<file path="config.mk">
export PLATFORM = sky130hd
export DESIGN_NAME = life_bank_scheduler
export DESIGN_NICKNAME = d
export VERILOG_FILES = /design/src/rtl/life_pkg.sv /design/src/rtl/life_rd_tag_pipe.sv /design/src/rtl/life_bank_scheduler.sv
export SDC_FILE = /design/constraint.sdc
export NUM_CORES = 1
export LEC_CHECK = 0
export ABC_AREA = 1
export CAP_MARGIN = 20
export CORE_AREA = 2 2 88 90
export DETAILED_ROUTE_END_ITERATION = 16
export DIE_AREA = 0 0 90 92
export PLACE_DENSITY = 0.8
export SLEW_MARGIN = 20
export SYNTH_ARGS = -nofsm -noshare
export SYNTH_HDL_FRONTEND = slang
export SYNTH_SLANG_ARGS = --single-unit
</file>
<file path="constraint.sdc">
create_clock -name out_stream_aclk -period 1.5 [get_ports out_stream_aclk]
set_clock_uncertainty 0.05 [all_clocks]
set_input_delay 0.3 -clock out_stream_aclk [delete_from_list [all_inputs] [get_ports out_stream_aclk]]
set_output_delay 0.3 -clock out_stream_aclk [all_outputs]
set_load 0.05 [all_outputs]
</file>
<file path="src/rtl/life_pkg.sv">
// Shared types for the Game-of-Life line-bank scheduler.
// Holds the scheduler state enum, grid size constants and read-requester tags.
package life_pkg;

  localparam int Y_SIZE = 720;
  localparam int X_SIZE = 1280;

  typedef enum logic [2:0] {
    S_IDLE,
    S_INIT,
    S_START,
    S_CALC,
    S_WAIT_SWAP,
    S_SWAP
  } state_e;

  typedef logic [1:0] tag_t;

  localparam tag_t TAG_NONE = 2'd0;
  localparam tag_t TAG_DISP = 2'd1;
  localparam tag_t TAG_CALC = 2'd2;

endpackage

</file>
<file path="src/rtl/life_rd_tag_pipe.sv">
// Requester-tag shift register that tracks front-bank reads in flight.
// Ports: clk_i, rst_i (sync, active-high), tag_i (tag of this cycle's grant),
// disp_rvalid_o / calc_rvalid_o (tag leaving last stage), empty_o.
module life_rd_tag_pipe
  import life_pkg::*;
#(
  parameter int DEPTH = 3
) (
  input  logic clk_i,
  input  logic rst_i,
  input  tag_t tag_i,
  output logic disp_rvalid_o,
  output logic calc_rvalid_o,
  output logic empty_o
);

  tag_t pipe_q [DEPTH];

  always_ff @(posedge clk_i) begin
    if (rst_i) begin
      for (int i = 0; i < DEPTH; i++) begin
        pipe_q[i] <= TAG_NONE;
      end
    end else begin
      pipe_q[0] <= tag_i;
      for (int i = 1; i < DEPTH; i++) begin
        pipe_q[i] <= pipe_q[i-1];
      end
    end
  end

  always_comb begin
    empty_o = 1'b1;
    for (int i = 0; i < DEPTH; i++) begin
      if (pipe_q[i] != TAG_NONE) begin
        empty_o = 1'b0;
      end
    end
  end

  assign disp_rvalid_o = (pipe_q[DEPTH-1] == TAG_DISP);
  assign calc_rvalid_o = (pipe_q[DEPTH-1] == TAG_CALC);

endmodule

</file>
<file path="src/rtl/life_bank_scheduler.sv">
// Sequences host init, generation compute and display readout over two
// Game-of-Life line banks (A/B) that swap front/back after each generation.
// Ports: out_stream_aclk, periph_reset (sync, active-high); host init_req/
// init_we; pause; display disp_sof/req/row -> disp_gnt/rvalid; compute
// calc_req/row -> calc_gnt/rvalid, calc_wr_valid/row, calc_gen_done ->
// calc_start/abort; registered bram_{a,b}_addr/we; front_bank, init_done,
// gen_count. Define LIFE_SWAP_ON_SOF_EN to align swaps with disp_sof.
module life_bank_scheduler #(
  parameter int Y_SIZE    = life_pkg::Y_SIZE,
  parameter int Y_WIDTH   = $clog2(Y_SIZE),
  parameter int RD_LAT    = 2,
  parameter int GEN_WIDTH = 16
) (
  input  logic                 out_stream_aclk,
  input  logic                 periph_reset,
  input  logic                 init_req,
  input  logic                 init_we,
  input  logic                 pause,
  input  logic                 disp_sof,
  input  logic                 disp_req,
  input  logic [Y_WIDTH-1:0]   disp_row,
  output logic                 disp_gnt,
  output logic                 disp_rvalid,
  input  logic                 calc_req,
  input  logic [Y_WIDTH-1:0]   calc_row,
  output logic                 calc_gnt,
  output logic                 calc_rvalid,
  input  logic                 calc_wr_valid,
  input  logic [Y_WIDTH-1:0]   calc_wr_row,
  input  logic                 calc_gen_done,
  output logic                 calc_start,
  output logic                 calc_abort,
  output logic [Y_WIDTH-1:0]   bram_a_addr,
  output logic [Y_WIDTH-1:0]   bram_b_addr,
  output logic                 bram_a_we,
  output logic                 bram_b_we,
  output logic                 front_bank,
  output logic                 init_done,
  output logic [GEN_WIDTH-1:0] gen_count
);
  import life_pkg::*;

  state_e               state_q, state_d;
  logic [Y_WIDTH-1:0]   row_q, row_d;
  logic                 init_req_q;
  logic                 armed_q, armed_d;
  logic                 front_q, front_d;
  logic                 done_q, done_d;
  logic [GEN_WIDTH-1:0] gen_q, gen_d;
  logic [Y_WIDTH-1:0]   a_addr_q, a_addr_d;
  logic [Y_WIDTH-1:0]   b_addr_q, b_addr_d;
  logic                 a_we_q, a_we_d;
  logic                 b_we_q, b_we_d;

  logic               init_go;
  logic               swap_cond;
  logic               swap_req;
  logic               rd_en;
  logic               init_wr;
  logic               wr_acc;
  logic               pipe_empty;
  tag_t               tag_d;
  logic [Y_WIDTH-1:0] fr_addr;
  logic [Y_WIDTH-1:0] bk_addr;

`ifndef LIFE_SWAP_ON_SOF_EN
  logic unused_sof;
  assign unused_sof = disp_sof;
`endif

  // Init restarts on any init_req outside INIT, or on a fresh rising edge.
  always_comb begin
    init_go = init_req && ((state_q != S_INIT) || !init_req_q);
`ifdef LIFE_SWAP_ON_SOF_EN
    swap_cond = disp_sof && !pause;
`else
    swap_cond = !pause;
`endif
    swap_req = (state_q == S_WAIT_SWAP) && (swap_cond || armed_q);
    // Once a swap is wanted, stop new reads so the tag pipe drains.
    rd_en    = (state_q != S_INIT) && !swap_req;
    disp_gnt = rd_en && disp_req;
    calc_gnt = rd_en && calc_req && !disp_req;
    init_wr  = (state_q == S_INIT) && init_we && !init_go;
    wr_acc   = (state_q == S_CALC) && calc_wr_valid && !init_go;
  end

  always_comb begin
    tag_d   = TAG_NONE;
    fr_addr = '0;
    unique case (1'b1)
      disp_gnt: begin
        tag_d   = TAG_DISP;
        fr_addr = disp_row;
      end
      calc_gnt: begin
        tag_d   = TAG_CALC;
        fr_addr = calc_row;
      end
      init_wr: fr_addr = row_q;
      default: ;
    endcase
    bk_addr = wr_acc ? calc_wr_row : '0;
    if (front_q) begin
      a_addr_d = bk_addr;
      a_we_d   = wr_acc;
      b_addr_d = fr_addr;
      b_we_d   = init_wr;
    end else begin
      a_addr_d = fr_addr;
      a_we_d   = init_wr;
      b_addr_d = bk_addr;
      b_we_d   = wr_acc;
    end
  end

  always_comb begin
    state_d    = state_q;
    row_d      = row_q;
    armed_d    = 1'b0;
    front_d    = front_q;
    done_d     = done_q;
    gen_d      = gen_q;
    calc_start = 1'b0;
    calc_abort = 1'b0;
    if (init_go) begin
      state_d    = S_INIT;
      row_d      = '0;
      done_d     = 1'b0;
      calc_abort = (state_q == S_CALC) || (state_q == S_WAIT_SWAP);
    end else begin
      unique case (state_q)
        S_IDLE: ;
        S_INIT: begin
          if (init_we) begin
            row_d = row_q + Y_WIDTH'(1);
            if (row_q == Y_WIDTH'(Y_SIZE - 1)) begin
              row_d   = '0;
              done_d  = 1'b1;
              state_d = S_START;
            end
          end
        end
        S_START: begin
          if (!pause) begin
            calc_start = 1'b1;
            state_d    = S_CALC;
          end
        end
        S_CALC: begin
          if (calc_gen_done) begin
            state_d = S_WAIT_SWAP;
          end
        end
        S_WAIT_SWAP: begin
          // Bank flips on entry so the SWAP cycle already sees new front.
          if (swap_req) begin
            if (pipe_empty) begin
              state_d = S_SWAP;
              front_d = !front_q;
              gen_d   = gen_q + GEN_WIDTH'(1);
            end else begin
              armed_d = 1'b1;
            end
          end
        end
        S_SWAP:  state_d = S_START;
        default: state_d = S_IDLE;
      endcase
    end
  end

  always_ff @(posedge out_stream_aclk) begin
    if (periph_reset) begin
      state_q    <= S_IDLE;
      row_q      <= '0;
      init_req_q <= 1'b0;
      armed_q    <= 1'b0;
      front_q    <= 1'b0;
      done_q     <= 1'b0;
      gen_q      <= '0;
      a_addr_q   <= '0;
      b_addr_q   <= '0;
      a_we_q     <= 1'b0;
      b_we_q     <= 1'b0;
    end else begin
      state_q    <= state_d;
      row_q      <= row_d;
      init_req_q <= init_req;
      armed_q    <= armed_d;
      front_q    <= front_d;
      done_q     <= done_d;
      gen_q      <= gen_d;
      a_addr_q   <= a_addr_d;
      b_addr_q   <= b_addr_d;
      a_we_q     <= a_we_d;
      b_we_q     <= b_we_d;
    end
  end

  life_rd_tag_pipe #(
    .DEPTH(RD_LAT + 1)
  ) u_tag_pipe (
    .clk_i        (out_stream_aclk),
    .rst_i        (periph_reset),
    .tag_i        (tag_d),
    .disp_rvalid_o(disp_rvalid),
    .calc_rvalid_o(calc_rvalid),
    .empty_o      (pipe_empty)
  );

  assign bram_a_addr = a_addr_q;
  assign bram_b_addr = b_addr_q;
  assign bram_a_we   = a_we_q;
  assign bram_b_we   = b_we_q;
  assign front_bank  = front_q;
  assign init_done   = done_q;
  assign gen_count   = gen_q;

endmodule

</file>
After elaboration in Yosys (flattened, before gate mapping) --
Memories as Yosys holds them, arrays and structs flattened. Index checks and enable logic that the tools add are counted.
Storage, ports and cells: bits in writable memories 6, memories 1, output and inout bits 46, bits in latches 0, memory bits (read-only) 0, logic and storage cells 104, flip-flop bits (word level) 55
Memories:
- u_tag_pipe.pipe_q | depth 3, width 2, rd ports 3, clocked after memory_dff 0, wr ports 3, RTL line life_rd_tag_pipe.sv:17 | tag_t pipe_q [DEPTH];
Operators by class: bitwise logic cells 7, magnitude comparators 0, reduce and logical (&&, ||, !) cells 30, mux-type cells 30, multiply operators 0, $add $sub $neg 2, equality and inequality tests 22, divide/modulo/power cells 0, shifts and indexed selects 0
Operators by type and width (count):
- 2-to-1 mux 10 bit | 4
- case mux 10 bit (3 select lines) | 1
- 2-to-1 mux 3 bit | 6
- case mux 3 bit (6 select lines) | 1
- adder 16 x 1 -> 16 bit (second input constant) | 1
- != test 3 bit (second input constant) | 5
- 2-to-1 mux 1 bit | 14
- AND reduction 7 bit | 2
- != test 2 bit (second input constant) | 6
- adder 10 x 1 -> 10 bit (second input constant) | 1
- equality test 10 bit (second input constant) | 1
- logical AND 1 bit | 10
- equality test 3 x 2 -> 1 bit (second input constant) | 2
- equality test 3 bit (second input constant) | 2
- logical NOT 1 bit | 6
- 2-to-1 mux 2 bit | 3
- nonzero test 2 bit | 3
- inverter 1 bit | 4
- case mux 2 bit (2 select lines) | 1
- AND reduction 4 bit | 1
- OR reduction 4 bit | 1
- equality test 3 x 1 -> 1 bit (second input constant) | 1
- logical NOT 3 bit | 1
- logical OR 1 bit | 3
- other kinds (9) | 11

Depth between registers and ports, before layout --
Gate-level depths: netlist of the first run.
word-level depth 9, mapped depth 11, depth with buffers taken out 11

Modules after synthesis --
A second synthesis of the first run with hierarchy kept.
Unflattened totals: cell total of the unflattened synthesis 464, area total of the unflattened synthesis 3236.9 um^2
Modules (own cells, without submodules):
- life_bank_scheduler | area an instance 3032.9 um^2, instances 1, cells each 437
- life_rd_tag_pipe | area an instance 203.9 um^2, instances 1, cells each 27

Worst setup path after synthesis of the first run --
OpenSTA, ideal clock, no wires.
path type flip-flop to output port, from register state_q[1], to output port calc_start, arrival time 1751 ps, path slack -601 ps, cell stages (with the launch flop) 6, cells stage by stage dfxtp_1 -> inv_1 -> nand3_2 -> inv_1 -> a21oi_1 -> nor3_1
Between the ends: cells in the longest elaborated chain, start to end 4, elaborated cells on any way between the ends 6
RTL lines:
- start: declaration | RTL line life_bank_scheduler.sv:43 | state_e state_q, state_d;
- start signal: assignment | RTL line life_bank_scheduler.sv:187 | state_q <= state_d;
- != test 3 x 1 -> 1 bit | RTL line life_bank_scheduler.sv:73 | init_go = init_req && ((state_q != S_INIT) || !init_req_q);
- logical OR 1 bit | RTL line life_bank_scheduler.sv:73
- logical AND 1 bit | RTL line life_bank_scheduler.sv:73
- 2-to-1 mux 1 bit * | RTL line life_bank_scheduler.sv:126 | if (init_go) begin
- end: declaration | RTL line life_bank_scheduler.sv:31 | output logic calc_start,
Every way passes the cells marked *; elsewhere a longest branch is shown, timed or not.

Final worst setup path of the first run --
from register state_q[0], to output port calc_gnt
Between the ends: cells in the longest elaborated chain, start to end 6, elaborated cells on any way between the ends 7
RTL lines:
- equality test 3 bit | RTL line life_bank_scheduler.sv:79 | swap_req = (state_q == S_WAIT_SWAP) && (swap_cond || armed_q);
- logical AND 1 bit | RTL line life_bank_scheduler.sv:79
- logical NOT 1 bit | RTL line life_bank_scheduler.sv:81 | rd_en = (state_q != S_INIT) && !swap_req;
- logical AND 1 bit * | RTL line life_bank_scheduler.sv:81
- logical AND 1 bit * (2 in a row) | RTL line life_bank_scheduler.sv:83 | calc_gnt = rd_en && calc_req && !disp_req;
- end: declaration | RTL line life_bank_scheduler.sv:26 | output logic calc_gnt,
Marked as above.

==> results of run 1 <==
stage by stage:
stage | utilization [%] | worst slack (ns)
after global routing | 79.23 | -0.4220
after floorplan | - | -0.06277
final | 79.23 | -0.3649
after detailed placement | 65.07 | -0.3575
after global placement | 65.07 | -0.3005
after CTS | 70.16 | -0.3023
worst max-delay path by stage:
stage | from | to | slack (ns)
detailed placement | pause | bram_b_addr[2]$_SDFF_PP0_ | -0.36
global route | state_q[0]$_SDFFE_PP0P_ | gen_count[3]$_SDFFE_PP0P_ | -0.42
global placement | pause | calc_gnt | -0.30
finish | state_q[0]$_SDFFE_PP0P_ | calc_gnt | -0.36
floorplan | state_q[0]$_SDFFE_PP0P_ | calc_gnt | -0.06
CTS | state_q[0]$_SDFFE_PP0P_ | calc_gnt | -0.30
registers in the layout, summed over array words and instances (netlist names):
signal	cells
bram_b_addr	10
bram_a_we	1
init_done	1
u_tag_pipe.pipe_q	6
bram_b_we	1
gen_count	16
armed_q	1
bram_a_addr	10
row_q	10
front_bank	1
init_req_q	1
state_q	3
Yosys cell counts, types with 4 or more instances:
cell type | n | area [µm²]
nor3b_1 | 4 | 30.03
nand4_1 | 4 | 25.02
nor2_1 | 69 | 259.0
nand3_1 | 30 | 150.1
inv_1 | 68 | 255.2
nor3_1 | 10 | 50.05
nor2_2 | 5 | 31.28
o21ai_0 | 35 | 175.2
clkbuf_1 | 8 | 30.03
a21oi_1 | 41 | 205.2
dfxtp_1 | 61 | 1221
nand2_1 | 75 | 281.5
xor2_1 | 4 | 35.03
cell type report:
class | count | area (µm²) | share of cell area, %
Tap cell | 102 | 127.6 | 2.163
Clock inverter | 4 | 47.55 | 0.8058
Multi-Input combinational cell | 303 | 2097 | 35.54
Sequential cell | 61 | 1249 | 21.16
Inverter | 71 | 290.3 | 4.919
Timing Repair Buffer | 154 | 1944 | 32.95
Clock buffer | 12 | 145.1 | 2.460
per-layer routing:
layer  global-route usage (%)  up-vias
met2                    43.48      239
met1                    27.47     1835
met4                    9.231        0
li1                         -     1724
met5                        0        -
met3                    3.944       79
worst max-delay path, delay by kind of cell, from the launching register on:
family / cells / cell delay [ns]
simple gates: 4 / 0.40
buf+inv: 3 / 0.39
flops: 1 / 0.37
cells in the final DEF (no fill, tap or decap), types with 15 or more instances in the layout:
cell type / instances
inv_1: 61
buf_4: 50
nand2_1: 48
buf_12: 47
dfxtp_1: 45
nor2_1: 38
clkdlybuf4s50_1: 37
nor2_4: 25
a21oi_1: 25
nand2_2: 18
a21oi_2: 16
nand3_1: 15
o21ai_1: 15
o21ai_0: 15
buf_6: 15
logic make-up after synthesis:
kind of cell | Yosys count | synth area share [%]
AND/OR/NAND/NOR | 212 | 31.91
XOR/XNOR | 7 | 2.007
AO/OA/AOI/OAI | 82 | 13.81
flip-flops | 61 | 39.98
adder cells (fa/ha/maj) | 2 | 0.8192
buffers and inverters | 86 | 11.47
what timing repair did:
action	4_1_cts	5_1_grt
setup endpoints to repair	41	53
gates cloned	1	2
pin swaps	15	32
resized for setup	57	150
buffers inserted	7	17
power groups by stage:
stage,combinational [mW],clock (mW),sequential (mW)
after floorplan,0.196,0,1.75
after global placement,0.537,0,1.70
after detailed placement,0.551,0,1.70
after CTS,0.599,1.45,1.67
after global routing,0.797,1.54,1.67
final,0.765,1.48,1.67
==> out/qor.txt, run 1 <==
Min-Delay Path Class -> register to register
Vias per std cell -> 5.484
CP required -> 1.15 ns
Met2 wire length -> 6.768 mm
Final Max Tran Viols -> 0
Failing checks -> setup timing
Post-DRT Antenna Nets -> 0
Final Instance Area -> 0.005901 mm²
EDFF count, synth -> 0
Reg clk slew, reported paths -> 0.07 ns
Post-Place Cell Area -> 0.004846 mm²
Row count -> 32
Starting Density -> 41.01%
Core area -> 0.007447 mm²
DR WL met3 -> 826 µm
DR WL/cell -> 18.30 µm
Sw frac -> 28.23%
Synthesized area -> 0.003054 mm²
Clock buffer depth -> 2
First-pass GRT wire length -> 15.77 mm
Reg power frac -> 42.6%
Lkg Pwr -> 2.437 nW
CTS Sinks -> 61
Initial DRC count -> 271
Worst path cell trace -> inv_4 -> nand2_4 -> nor2_4 -> nand2_4 -> nand4_1 -> clkinvlp_4 -> buf_12
GPL Wtd Cong -> 0.9070
Fmax -> 536.2 MHz
Vias -> 3,877
Reg-to-reg slack, setup -> -0.33 ns
Status -> finished, violations left
Nature of the critical path startpoint -> register
Worst hold slack -> 0.3758 ns
# DRC -> 0
H-tree Lvls -> 3
Antenna cells -> 0
FF-to-FF path depth -> 13
Slew HR -> 77.49%
Critical Path End Type -> output port
Die area -> 0.008280 mm²
Measured slew at the worst slew-check pin -> 0.3366 ns
Initial antenna violation count -> 0
Chip height -> 92 µm
Crit-path max cell delay -> 0.37 ns
# IOs -> 86
Finished Layout Cells -> 707
# Max-Cap Violations -> 0
Layout cells sized above 1 -> 46.28%
RR Startpoint -> state_q[0]$_SDFFE_PP0P_
Yosys reg bits -> 61
Max Used Layer -> met4
GRT Overall Usage -> 23.68%
CTS tree -> done
Combinational share of power -> 19.5%
Final WS setup -> -0.3649 ns
RSZ-0062 raised after global routing -> true
Syn avg cell area -> 6.787 µm²
Root Driver -> clkbuf_8
Worst Hold Path EP -> u_tag_pipe.pipe_q[0][4]$_SDFF_PP0_
# fillers -> 428
Power, Total -> 3.915 mW
Crit-path max FO -> 4
Prevailing post-synth register cell -> dfxtp_1
Largest net degree at the start of global routing -> 25
Nets@finish -> 642
Period utilization -> 124.3%
Tmin final -> 1.865 ns
Cts bufs inserted -> 9
Hold Crit Depth -> 2
Ys Warns -> 0
Final hold vios -> 0
Port Buffers -> 84
Highest-delay cell along the critical path -> dfxtp_4
Synthesis-to-layout area growth -> 93.20%
Post-synthesis sequential area ratio -> 39.98%
Synthesized Nets -> 492
Hold buffers post-CTS -> 0
Max VDD drop -> 0.5201 mV
P_sw -> 1.105 mW
Asr flop ratio synth -> 0%
Setup violators final -> 48
Hold path start -> u_tag_pipe.pipe_q[0][2]$_SDFF_PP0_
Netlist cell types -> 35
Die W -> 90 µm
Detail Placement HPWL -> 7.127 mm
M1 WL -> 4.478 mm
Clock share of power -> 37.8%
Worst Path Arrival -> 1.51 ns
Worst r2r dst -> gen_count[3]$_SDFFE_PP0P_
Mapped Cells -> 450
Most used cell along the critical path -> nand2_4
Clock latency on the worst-skew pair -> 0.35 ns
CP Class -> register to output port
Pre-antenna DRT Iters -> 5
Grt ovf -> 0
Placed Cells -> 671
Vias in the first global route -> 3,362
WL final -> 12.94 mm
Setup_tns -> -7.214 ns
Power per cell area -> 663.5 mW/mm²
Pint -> 2.810 mW
Power figures use the tool's default switching activity.
==> run 2, diff against run 1 <==
Settings changed: PLACE_DENSITY 0.8 to unset, PLACE_DENSITY_LB_ADDON set to 0.3, TNS_END_PERCENT set to 20.
==> run 2 against run 1 <==
The flow still finishes with violations (setup timing). Via count down 9.3%. Register-to-register slack better by 0.10 ns. Power fell by 3.8%. Count of clock-buffer cells in the layout shrank 3. Combinational power decreased by 22%. Critical path type unchanged. Largest cell class is now non-clock buffers.
==> out/qor.txt, run 2 (synthesis results as in run 1) <==
Reg power frac -> 44.3%
Worst r2r dst -> gen_count[13]$_SDFFE_PP0P_
Finished Layout Cells -> 707
Commonest non-fill, non-tap cells in the layout -> 68 x nand2_1, 66 x buf_4, 63 x inv_1, 62 x nor2_1, 53 x dfxtp_1
Antenna cells -> 0
WL final -> 9.872 mm
Power per cell area -> 703.0 mW/mm²
Cts bufs inserted -> 9
CP startpoint -> state_q[1]$_SDFFE_PP0P_
CP Class -> register to output port
DR WL/cell -> 13.96 µm
Sw frac -> 28.00%
Most used cell along the critical path -> inv_2
CTS tree -> done
Worst path cell trace -> inv_2 -> nand2_2 -> nor2_4 -> nand2_4 -> nand4_1 -> inv_2 -> buf_12
Placed Cells -> 680
Crit-path max FO -> 3
Post-DRT Antenna Nets -> 0
RSZ-0062 raised after global routing -> true
Crit. path cell count -> 7
Port Buffers -> 84
H-tree Lvls -> 3
Vias per std cell -> 4.972
# fillers -> 583
Reg clk slew, reported paths -> 0.07 ns
Fmax -> 560.9 MHz
P_sw -> 1.055 mW
Crit path max-delay family -> simple AND/OR/NAND/NOR gates
Critical Path End Type -> output port
WP buf/inv -> 3
Combinational share of power -> 15.9%
Core area -> 0.007447 mm²
Clock buffer depth -> 2
Final Max Tran Viols -> 0
Setup violators final -> 42
Row count -> 32
First-pass GRT wire length -> 15.11 mm
Initial DRC count -> 236
Nature of the critical path startpoint -> register
Initial antenna violation count -> 0
Reg-to-reg slack, setup -> -0.23 ns
CP required -> 1.15 ns
Highest-delay cell along the critical path -> dfxtp_2
Detail Placement HPWL -> 6.933 mm
Pre-antenna DRT Iters -> 5
Min-Delay Path Class -> register to register
Max reg flops -> 16
Grt ovf -> 0
Hold buffers post-CTS -> 0
Worst Path Arrival -> 1.43 ns
Lkg Pwr -> 2.343 nW
Failing checks -> setup timing
Hold path start -> u_tag_pipe.pipe_q[0][2]$_SDFF_PP0_
FF-to-FF path depth -> 12
CTS Sinks -> 61
Commonest non-fill, non-tap cell in the layout -> nand2_1
Nets@finish -> 642
GRT Overall Usage -> 22.56%
Starting Density -> 41.01%
Status -> finished, violations left
Root Driver -> clkbuf_8
# DRC -> 0
Tmin final -> 1.783 ns
Synthesis-to-layout area growth -> 75.46%
Clock share of power -> 39.8%
Pre-CTS setup slack -> -0.5006 ns
Pint -> 2.712 mW
Vias -> 3,515
Power, Total -> 3.767 mW
Finished Core Util -> 71.96%
# IOs -> 86
Final hold vios -> 0
Largest net degree at the start of global routing -> 24
Chip height -> 92 µm
Max VDD drop -> 0.5125 mV
GPL Wtd Cong -> 0.9169
# Max-Cap Violations -> 0
Worst hold slack -> 0.3828 ns
Clock latency on the worst-skew pair -> 0.35 ns
Die W -> 90 µm
Die area -> 0.008280 mm²
Worst Setup EP -> calc_gnt
Final WS setup -> -0.2827 ns
Layout cells sized above 1 -> 32.73%
RR Startpoint -> state_q[1]$_SDFFE_PP0P_
Vias in the first global route -> 3,303
Slew HR -> 80.55%
Period utilization -> 118.8%
Crit-path max cell delay -> 0.34 ns
Measured slew at the worst slew-check pin -> 0.2909 ns
-- run 2: cell types whose count changed in the layout (fill, tap and decap cells not counted), moves of 9 or more --
cell | before | now
buf_6 | 15 | 4
o21ai_0 | 15 | 27
nand3_1 | 15 | 26
o21ai_1 | 15 | 5
buf_4 | 50 | 66
nor2_1 | 38 | 62
a21oi_1 | 25 | 39
nor2_4 | 25 | 7
nand2_1 | 48 | 68
a21oi_2 | 16 | 1
nand2_4 | 13 | 4
nand2_2 | 18 | 8
-- run 2: cell type report --
class | instances | area, µm² | share of cell area, %
sequential | 61 | 1234 | 23.02
clock inverter | 7 | 75.07 | 1.401
timing repair buffer | 154 | 1841 | 34.35
inverter | 71 | 279.0 | 5.207
tap | 102 | 127.6 | 2.382
clock buffer | 9 | 123.9 | 2.311
multi-input combinational | 303 | 1679 | 31.33
-- run 2: per-layer routing --
layer	part of all wire [%]	track usage, %
met2	51	40.16
met3	5.5	3.615
met5	0	0
met1	40	26.29
met4	3.5	11.28
-- run 2: worst register-to-register path, delay by kind of cell (launching register included) --
family | cells | cell delay, ns
simple gates | 10 | 1.04
buf+inv | 2 | 0.24
flops | 1 | 0.34
-- run 2: timing repair --
item	CTS	global route
pin swaps	4	14
setup buffers	7	8
setup endpoints to repair	48	55
resized for setup	27	43
hold endpoints to repair	0	0
-- run 2: how the worst min path moves through the flow --
stage | endpoint | slack [ns] | cells after the start
floorplan | u_tag_pipe.pipe_q[0][2]$_SDFF_PP0_ | 0.35 | 2
global placement | u_tag_pipe.pipe_q[0][5]$_SDFF_PP0_ | 0.36 | 2
detailed placement | u_tag_pipe.pipe_q[0][5]$_SDFF_PP0_ | 0.38 | 2
CTS | u_tag_pipe.pipe_q[0][4]$_SDFF_PP0_ | 0.39 | 2
global route | u_tag_pipe.pipe_q[0][4]$_SDFF_PP0_ | 0.40 | 2
finish | u_tag_pipe.pipe_q[0][4]$_SDFF_PP0_ | 0.38 | 2
-- run 2: power groups by stage --
| stage | logic, mW | clock network (mW) | registers [mW] |
|---|---|---|---|
| floorplan | 0.192 | 0 | 1.75 |
| global placement | 0.538 | 0 | 1.70 |
| detailed placement | 0.548 | 0 | 1.70 |
| CTS | 0.560 | 1.50 | 1.67 |
| global route | 0.637 | 1.58 | 1.67 |
| finish | 0.599 | 1.50 | 1.67 |
-- run 2: through the flow --
step | setup TNS, ns | cell area (µm²)
after global routing | -7.932 | 5359
after global placement | -17.29 | 4878
after CTS | -4.253 | 5156
after floorplan | -0.9222 | 3082
final | -3.681 | 5359
after detailed placement | -20.40 | 4878
==> run 3, diff against run 2 <==
--- a/config.mk
+++ b/config.mk
@@ -10,2 +10,3 @@
 export CORE_AREA = 2 2 88 90
+export CTS_CLUSTER_SIZE = 24
 export DETAILED_ROUTE_END_ITERATION = 16
--- a/constraint.sdc
+++ b/constraint.sdc
@@ -4,2 +4,2 @@
 set_output_delay 0.3 -clock out_stream_aclk [all_outputs]
-set_load 0.05 [all_outputs]
+set_load 0.02 [all_outputs]
==> run 3 against run 2 <==
The run still ends with setup timing left. Count of clock-buffer cells in the layout up 1. Register-to-register slack better by 0.08 ns. Global-route usage down 1.1 points. Core utilization down 6.9 points. Die area unchanged. Cell area down 9.6%.
==> out/qor.txt, run 3 (synthesis results as in run 1) <==
Initial DRC count -> 176
WL final -> 9.331 mm
Worst Path Arrival -> 1.39 ns
Max VDD drop -> 0.5570 mV
Lkg Pwr -> 2.270 nW
Worst Hold Path EP -> u_tag_pipe.pipe_q[0][4]$_SDFF_PP0_
Setup_tns -> -4.709 ns
Pre-antenna DRT Iters -> 4
Measured slew at the worst slew-check pin -> 0.2759 ns
FF-to-FF path depth -> 8
Crit-path max FO -> 3
Setup violators final -> 45
Final hold vios -> 0
GPL Wtd Cong -> 0.8594
Vias -> 3,418
Synthesis-to-layout area growth -> 58.58%
Starting Density -> 41.01%
Commonest non-fill, non-tap cells in the layout -> 66 x nand2_1, 62 x inv_1, 58 x dfxtp_1, 56 x buf_4, 54 x nor2_1
Post-DRT Antenna Nets -> 0
Largest net degree at the start of global routing -> 29
Failing checks -> setup timing
Fmax -> 575.9 MHz
Vias per std cell -> 4.897
Register area -> 0.001227 mm²
DR WL/cell -> 13.37 µm
Final Max Tran Viols -> 0
Reg-to-reg slack, setup -> -0.15 ns
Die W -> 90 µm
Min-Delay Path Class -> register to register
Hold Crit Depth -> 2
RR Startpoint -> state_q[0]$_SDFFE_PP0P_
# Max-Cap Violations -> 0
Root Driver -> clkbuf_8
# fillers -> 652
Hold path start -> u_tag_pipe.pipe_q[0][2]$_SDFF_PP0_
Port Buffers -> 84
Tmin final -> 1.736 ns
Nature of the critical path startpoint -> register
CTS tree -> done
Cts bufs inserted -> 9
First-pass GRT wire length -> 14.25 mm
Power per cell area -> 782.5 mW/mm²
Clock buffer depth -> 2
Slew HR -> 81.46%
Core area -> 0.007447 mm²
# DRC -> 0
Finished Core Util -> 65.04%
Worst r2r dst -> bram_a_addr[6]$_SDFF_PP0_
CP required -> 1.15 ns
Reg clk slew, reported paths -> 0.06 ns
Period utilization -> 115.8%
Grt ovf -> 0
Clock latency on the worst-skew pair -> 0.35 ns
# IOs -> 86
CP Class -> register to output port
RSZ-0062 raised after global routing -> true
H-tree Lvls -> 3
Vias in the first global route -> 3,188
Layout cells sized above 1 -> 26.51%
Nets@finish -> 634
Multi-input gate area -> 0.001708 mm²
Initial antenna violation count -> 0
Detail Placement HPWL -> 6.248 mm
Die area -> 0.008280 mm²
Chip height -> 92 µm
Status -> finished, violations left
Row count -> 32
Commonest non-fill, non-tap cell in the layout -> nand2_1
CTS Sinks -> 61
Final WS setup -> -0.2364 ns
Max reg flops -> 16
Antenna cells -> 0
Critical Path End Type -> output port
GRT Overall Usage -> 21.43%
run 3: worst max-delay path, stage by stage, from the launching register on:
cell and delay [ns]:
dfxtp_4 0.37, inv_4 0.06, nand2_4 0.05, nor2_4 0.15, nand2_4 0.09, nand4_1 0.12
inv_1 0.07, buf_6 0.13
run 3: how the worst max path moves through the flow:
stage | startpoint | slack, ns | to
after floorplan | gen_count[0]$_SDFFE_PP0P_ | -0.02 | gen_count[12]$_SDFFE_PP0P_
after global placement | pause | -0.67 | calc_gnt
after detailed placement | pause | -0.67 | calc_gnt
after CTS | state_q[0]$_SDFFE_PP0P_ | -0.26 | calc_gnt
after global routing | state_q[0]$_SDFFE_PP0P_ | -0.31 | calc_gnt
final | state_q[0]$_SDFFE_PP0P_ | -0.24 | calc_gnt
run 3: power breakdown:
part           total (mW)  internal, mW  switching (mW)
logic               0.504         0.245           0.259
clock network        1.63         0.963           0.663
registers            1.66          1.65          0.0141
total                3.79          2.85           0.936
run 3: timing repair:
action,CTS,global route
setup endpoints to repair,96,63
setup buffers,7,7
gates resized for setup,101,59
cloned,0,1
pin swaps,10,15
hold buffers,0,0
run 3: per-stage QoR:
step           hold slack, ns  std cells  cell area, µm²  total power, mW  setup WS (ns)
2_1_floorplan          0.3530        450            3057            1.892       -0.01767
3_3_place_gp           0.3615        668            4307            2.121        -0.6704
3_5_place_dp           0.3628        668            4307            2.129        -0.6746
4_1_cts                0.3762        690            4626            3.753        -0.2589
5_1_grt                0.4149        698            4843            3.907        -0.3056
6_report               0.3711        698            4843            3.790        -0.2364
run 3: final cells by class:
cell class              count  share of cell area (%)
repair buffers            145                   26.50
flip-flops and latches     61                   25.34
clock inverters             5                   1.550
multi-input cells         304                   35.26
well taps                 102                   2.635
clock buffers              10                   2.842
inverters                  71                   5.864
run 3: routing by layer:
layer	part of all wire [%]	GRT usage, %
met5	0	0
met1	41	24.88
met4	2.4	9.359
met2	50	37.22
met3	5.8	5.670
